--- config.mk ---
export PLATFORM = sky130hd
export DESIGN_NAME = uart_rx_fifo_flat
export DESIGN_NICKNAME = d
export VERILOG_FILES = /design/src/rtl/uart_rx_fifo_if.sv /design/src/rtl/uart_rx_fifo.sv /design/src/flat_wrapper.sv
export SDC_FILE = /design/constraint.sdc
export NUM_CORES = 1
export LEC_CHECK = 0
export ABC_AREA = 0
export CAP_MARGIN = 20
export CORE_AREA = 3 3 91 114
export DETAILED_ROUTE_END_ITERATION = 8
export DIE_AREA = 0 0 94 117
export PLACE_DENSITY = 0.82
export SLEW_MARGIN = 20
export SYNTH_ARGS = -nofsm -noshare
export SYNTH_HDL_FRONTEND = slang
export SYNTH_SLANG_ARGS = --single-unit
--- constraint.sdc ---
create_clock -name clk -period 6.01 [get_ports clk]
set_input_delay 1.202 -clock clk [delete_from_list [all_inputs] [get_ports clk]]
set_output_delay 1.202 -clock clk [all_outputs]
set_load 0.01 [all_outputs]
--- src/rtl/uart_rx_fifo_if.sv ---
// Receive FIFO bus: producer side (receiver byte + Done level, consumer
// ready, overrun clear) and the FIFO's FWFT output/status side.
interface uart_rx_fifo_if #(
  parameter int unsigned ADDR_W = 4
);
  logic [7:0]      rx_data;
  logic            rx_done;
  logic [7:0]      dout;
  logic            dout_valid;
  logic            dout_ready;
  logic [ADDR_W:0] count;
  logic            full;
  logic            overrun;
  logic            clr_overrun;

  modport master (
    output rx_data, rx_done, dout_ready, clr_overrun,
    input  dout, dout_valid, count, full, overrun
  );

  modport slave (
    input  rx_data, rx_done, dout_ready, clr_overrun,
    output dout, dout_valid, count, full, overrun
  );
endinterface

--- src/rtl/uart_rx_fifo.sv ---
// Receive-side byte FIFO behind the UART receiver. Captures rx_data on the
// rising edge of rx_done, presents the head byte first-word-fall-through,
// and flags dropped bytes with a sticky overrun bit.
module uart_rx_fifo #(
  parameter int unsigned DEPTH  = 16,
  parameter int unsigned ADDR_W = 4
) (
  input logic         clk,
  input logic         reset,
  uart_rx_fifo_if.slave bus
);
  localparam int unsigned CW = ADDR_W + 1;

  logic [7:0]        mem [DEPTH];
  logic [ADDR_W-1:0] wr_ptr;
  logic [ADDR_W-1:0] rd_ptr;
  logic [CW-1:0]     count_q;
  logic              done_d;
  logic              overrun_q;

  logic push;
  logic pop;
  logic accept;
  logic drop;
  logic full_w;
  logic valid_w;

  // Handshake decode: edge-detected push, guarded pop, accept/drop split.
  // A push into a full FIFO is still accepted when a pop frees a slot.
  always_comb begin
    full_w  = (count_q == CW'(DEPTH));
    valid_w = (count_q != '0);
    push    = bus.rx_done & ~done_d;
    pop     = valid_w & bus.dout_ready;
    accept  = push & (~full_w | pop);
    drop    = push & full_w & ~pop;
  end

  // Output drive: FWFT head read combinationally, status from registers.
  always_comb begin
    bus.dout       = mem[rd_ptr];
    bus.dout_valid = valid_w;
    bus.full       = full_w;
    bus.count      = count_q;
    bus.overrun    = overrun_q;
  end

  // Control state: Done edge detector, pointers, occupancy, overrun flag.
  always_ff @(posedge clk) begin
    if (reset) begin
      done_d    <= 1'b1;
      wr_ptr    <= '0;
      rd_ptr    <= '0;
      count_q   <= '0;
      overrun_q <= 1'b0;
    end else begin
      done_d <= bus.rx_done;
      if (accept) wr_ptr <= wr_ptr + 1'b1;
      if (pop)    rd_ptr <= rd_ptr + 1'b1;
      case ({accept, pop})
        2'b10:   count_q <= count_q + 1'b1;
        2'b01:   count_q <= count_q - 1'b1;
        default: count_q <= count_q;
      endcase
      if (drop)                 overrun_q <= 1'b1;
      else if (bus.clr_overrun) overrun_q <= 1'b0;
    end
  end

  // Byte storage: no reset, written only on an accepted push.
  always_ff @(posedge clk) begin
    if (!reset && accept) mem[wr_ptr] <= bus.rx_data;
  end
endmodule

--- src/flat_wrapper.sv ---
// flat-port wrapper written by rule: the top's interface ports become plain ports
module uart_rx_fifo_flat 
#(
  parameter int unsigned DEPTH  = 16,
  parameter int unsigned ADDR_W = 4
)
  (clk, reset, bus_rx_data, bus_rx_done, bus_dout_ready, bus_clr_overrun, bus_dout, bus_dout_valid, bus_count, bus_full, bus_overrun);
  uart_rx_fifo_if #(.ADDR_W(ADDR_W)) bus_i ();
  input logic clk;
  input logic reset;
  input wire logic [$bits(bus_i.rx_data)-1:0] bus_rx_data;
  input wire logic [$bits(bus_i.rx_done)-1:0] bus_rx_done;
  input wire logic [$bits(bus_i.dout_ready)-1:0] bus_dout_ready;
  input wire logic [$bits(bus_i.clr_overrun)-1:0] bus_clr_overrun;
  output wire logic [$bits(bus_i.dout)-1:0] bus_dout;
  output wire logic [$bits(bus_i.dout_valid)-1:0] bus_dout_valid;
  output wire logic [$bits(bus_i.count)-1:0] bus_count;
  output wire logic [$bits(bus_i.full)-1:0] bus_full;
  output wire logic [$bits(bus_i.overrun)-1:0] bus_overrun;
  assign bus_i.rx_data = bus_rx_data;
  assign bus_i.rx_done = bus_rx_done;
  assign bus_i.dout_ready = bus_dout_ready;
  assign bus_i.clr_overrun = bus_clr_overrun;
  assign bus_dout = bus_i.dout;
  assign bus_dout_valid = bus_i.dout_valid;
  assign bus_count = bus_i.count;
  assign bus_full = bus_i.full;
  assign bus_overrun = bus_i.overrun;
  uart_rx_fifo #(.DEPTH(DEPTH), .ADDR_W(ADDR_W)) u_core (.clk(clk), .reset(reset), .bus(bus_i));
endmodule
Word level (Yosys, flattened, before mapping). Memory sizes are Yosys's and may differ from the RTL's. A register that Yosys moved wholly into a read port is not among the register bits. Index checks and enable logic that the tools add are counted.

Bits of input ports: 13. Flip-flop bits (word level): 15. Bits in writable memories: 128. Memories kept: 1. Output and inout port bits: 16.

Memory list: u_core.mem (words 16, width 8, read ports 1, clocked after Yosys merged registers in 1, write ports 1, RTL line uart_rx_fifo.sv:14) `logic [7:0] mem [DEPTH];`.

Equality and inequality tests: 3. Multiplexer cells: 7. Bitwise gates (word level): 9. Reduce and logical (&&, ||, !) cells: 5. Add/subtract/negate cells: 4.

Operators by type and width (count): case mux 5 bit (2 select lines) (1); adder 4 x 1 -> 4 bit (second input constant) (2); 2-to-1 mux 4 bit (2); adder 5 x 1 -> 5 bit (second input constant) (1); AND 1 bit (5); == test 5 bit (second input constant) (1); nonzero test 5 bit (1); subtractor 5 x 1 -> 5 bit (second input constant) (1); 2-to-1 mux 1 bit (4); nonzero test 2 bit (2); NOT 1 bit (3); == test 2 x 1 -> 1 bit (second input constant) (1); == test 2 bit (second input constant) (1); logical AND 1 bit (1); logical NOT 1 bit (1); bitwise OR 1 bit (1).

Longest topological paths before layout.
Depth after elaboration: 7. Mapped depth: 9. Depth with buffers taken out: 8.

Worst setup path before layout. Ideal clock, no wire load.

Path kind: in2reg. Start point: in bus_rx_done. End point: reg u_core.count_q[4] (netlist: u_core.bus.count[4]). Setup slack: 3.167 ns. Buffers on the path: 0. Data required time: 5.914 ns. Setup time: 0.096 ns. Cell stages on the path: 8. Arrival time: 2.747 ns. Cell sequence: nor2b_1 > o21ai_0 > o21ai_0 > ha_1 > or4_1 > nor3_1 > or4b_2 > o41ai_2.

Cells in the longest elaborated chain, start to end: 4.

Ends and longest elaborated chain: start, declared (RTL line flat_wrapper.sv:12) `input wire logic [$bits(bus_i.rx_done)-1:0] bus_rx_done;`; AND 1 bit (*) (RTL line uart_rx_fifo.sv:33) `push = bus.rx_done & ~done_d;`; AND 1 bit (*) (RTL line uart_rx_fifo.sv:35) `accept = push & (~full_w | pop);`; == test 2 x 1 -> 1 bit / == test 2 bit (equally long branches) (RTL line uart_rx_fifo.sv:60) `case ({accept, pop})`; case mux 5 bit (2 select lines) / nonzero test 2 bit (equally long branches); end signal, assigned (RTL line uart_rx_fifo.sv:61) `2'b10: count_q <= count_q + 1'b1;`; end signal, assigned (RTL line uart_rx_fifo.sv:62) `2'b01: count_q <= count_q - 1'b1;`; end signal, assigned (RTL line uart_rx_fifo.sv:63) `default: count_q <= count_q;`; end, declared (RTL line uart_rx_fifo.sv:17) `logic [CW-1:0] count_q;`.

Every way passes the cells marked *; elsewhere a longest branch is shown, timed or not. A chain may end at the register's enable or synchronous reset.

==> results.cfg <==
[floorplan]
io_pins = 29
coreArea_um2 = 9271
rows = 39
start_util = 0.6413
die_w_um = 94
fp.dieH_um = 117
dieArea_um2 = 11000

[pwr]
switching_share = 0.2287
ir_drop_uv = 273.3
p_per_area_nw_per_um2 = 392.3
comb_power_share = 0.155
seq_power_share = 0.443
p_int_w = 0.002106
clockPowerShare = 0.401
netSwitchingPower_w = 0.0006245
power.leakage_nw = 2.227

[layout]
area_growth_pct = 17.05
final_core_utilization = 0.7506
drive_above_1_share = 0.2260
nNetsFinal = 360
fin_area_um2 = 6959
diodes = 0
fillerInstances = 512

[sta]
hold_viol_final = 0
relSlewSlack = 0.2331
tightest_slew_ns = 1.146
fin_crit_ns = 4.032
finClkSkew_ns = 0.006276
fin_crit_sh = 0.6709
rsz0062_at_grt = no
setup_violations = 0
fmax_mhz = 248.0
fin_setup_tns_ns = 0
final_max_slew_viol_count = 0

[yosys]
synth_compound_area_frac = 0.03009
ys_warn_count = 0
syn_area_um2 = 5946
netlist_instances = 305
yosysSeqAreaShare = 0.7104
synth_top_family_by_area = multiplexers
async_flop_share = 0
synth_edf_count = 128
synth_seq_cells = 147
synth_top_area_cell = edfxtp_1
synth_area_per_cell_um2 = 19.49
synth_fa_ha_area_frac = 0.01263
synth_most_common_cell = edfxtp_1
synthFlopType = edfxtp_1
synth_cell_types = 43
synth_xor_area_frac = 0.005892
yosys.area_share.simple = 0.05387
synth_top_cell_area_share = 0.6465
synth_commonest_cells = edfxtp_1 (128), mux4_2 (34), nor2_1 (28), dfxtp_1 (19), nor2b_1 (7)
syn_nets = 324
synthMuxAreaShare = 0.1698
synth_top_cells_by_area = edfxtp_1 (65%), mux4_2 (13%), dfxtp_1 (6.4%)

[setup_path]
critPathCaptureType = output pin
r2r_cells = 8
arrival_ns = 2.83
reg2reg_slack_ns = 3.31
crit_required_ns = 4.81
r2r-end = u_core.bus.count[4]
start_kind = register
criticalPathCategory = register to output pin
regToRegStartpoint = u_core.bus.count[3]
crit_end = bus_dout[2]
cp_max_fo = 32

[global_route]
antenna_found_initial = 0
grt_pass1_vias = 3194
grt_overflow = 0
grt_pass1_wl_mm = 19.19
grt_max_degree = 33
grtUsageTotal = 0.2549

[clock_network]
holdBufCountCts = 0
htreeDepth = 4
postCtsSetupBuffers = 0
clockRootBuffer = clkbuf_16
clock_sinks = 147
cts-buffers-inserted = 17
cts_resized = 0
clk_latency_ns = 0.41
path_clk_slew_ns = 0.06
cts_tree = done
ctsLongestPathBuffers = 2

[status]
status = complete, no violations

[place]
place_area_um2 = 6307
numPortBuffers = 28
dp_hpwl_mm = 7.522
finalWeightedCongestion = 0.7743

[worst_hold_path]
hp-class = register to register

[route]
drc = 0
wire_per_inst_um = 26.38
firstDrtPassIters = 6
postRouteAntennaNets = 0
vias_per_cell = 6.516
wl_mm = 12.58
drt-initial-drc-count = 236
vias = 3108

[flow_run]
maxCapViolations = 0
[per-stage QoR]
step | total power [W] | hold WS (ns) | std cells | setup slack, ns
2_1_floorplan | 0.001538 | 0.4726 | 305 | 3.167
3_3_place_gp | 0.001652 | 0.5108 | 444 | 2.019
3_5_place_dp | 0.001662 | 0.5381 | 444 | 1.915
4_1_cts | 0.002750 | 0.5579 | 476 | 1.915
5_1_grt | 0.002823 | 0.5765 | 477 | 1.833
6_report | 0.002730 | 0.5588 | 477 | 1.978
[layer usage]
metal	vias to the layer above	wire, µm	track usage	part of all wire
met1	1573	4796	0.3255	0.38
li1	1312	-	-	-
met4	0	276	0.1002	0.022
met2	198	6644	0.4207	0.53
met3	25	867	0.07161	0.069
met5	-	0	0	0
[cell usage in the layout, fill, tap and decap left out, drive strengths merged, types with 4 or more instances in the layout]
master	count
nand3	4
clkbuf	27
ha	6
dfxtp	19
nor2	28
mux4	40
o21ai	5
nor2b	7
nor3	4
edfxtp	128
nand2	6
mux2	4
inv	6
a21oi	6
clkdlybuf4s50	28
[sequential cells by signal (all words and copies together), names as in the netlist, named ones only]
signal / count
u_core.mem: 128
u_core.bus.count: 5
u_core.rd_ptr: 4
u_core.wr_ptr: 4
u_core.bus.overrun: 1
u_core.done_d: 1
[power by group through the flow]
| stage | sequential, W | clock [W] | combinational, W |
|---|---|---|---|
| after floorplan | 0.00117 | 0 | 0.000365 |
| after detailed placement | 0.00124 | 0 | 0.000426 |
| after CTS | 0.00122 | 0.00111 | 0.000428 |
| after global placement | 0.00123 | 0 | 0.000417 |
| final | 0.00121 | 0.00110 | 0.000424 |
| after global routing | 0.00123 | 0.00115 | 0.000452 |
[final cells by class]
type                    instances  area [µm²]  share of cell area
repair buffers                 30       299.0             0.04297
clock inverters                 5       51.30            0.007371
flip-flops and latches        147        4228              0.6075
multi-input cells             140        1619              0.2326
well taps                     123       153.9             0.02211
clock buffers                  27       589.3             0.08468
inverters                       5       18.77            0.002697
[worst min-delay path by stage]
stage                           from               end  slack [ns]  depth (start not counted)
finish              u_core.rd_ptr[3]          register        0.56                          2
global route        u_core.rd_ptr[3]  u_core.rd_ptr[3]        0.58                          2
CTS                 u_core.rd_ptr[2]          register        0.56                          2
detailed placement  u_core.rd_ptr[2]  u_core.rd_ptr[2]        0.54                          2
global placement    u_core.rd_ptr[2]  u_core.rd_ptr[2]        0.51                          2
floorplan           u_core.rd_ptr[2]          register        0.47                          2
[logic make-up (layout without fill, tap and decap cells)]
group / count (synthesis) / in the layout
AND/OR/NAND/NOR: 62 / 62
XOR/XNOR: 4 / 4
adder cells (fa/ha/maj): 6 / 6
AO/OA/AOI/OAI: 21 / 21
buffers and inverters: 18 / 67
flip-flops: 147 / 147
multiplexers: 47 / 47
[worst max-delay path, stage by stage, from the launching register on]
cell,delay [ns]
dfxtp_4,0.74
mux4_1,0.68
mux4_2,0.49
clkdlybuf4s50_1,0.49
(Power assumes the default switching activity.)
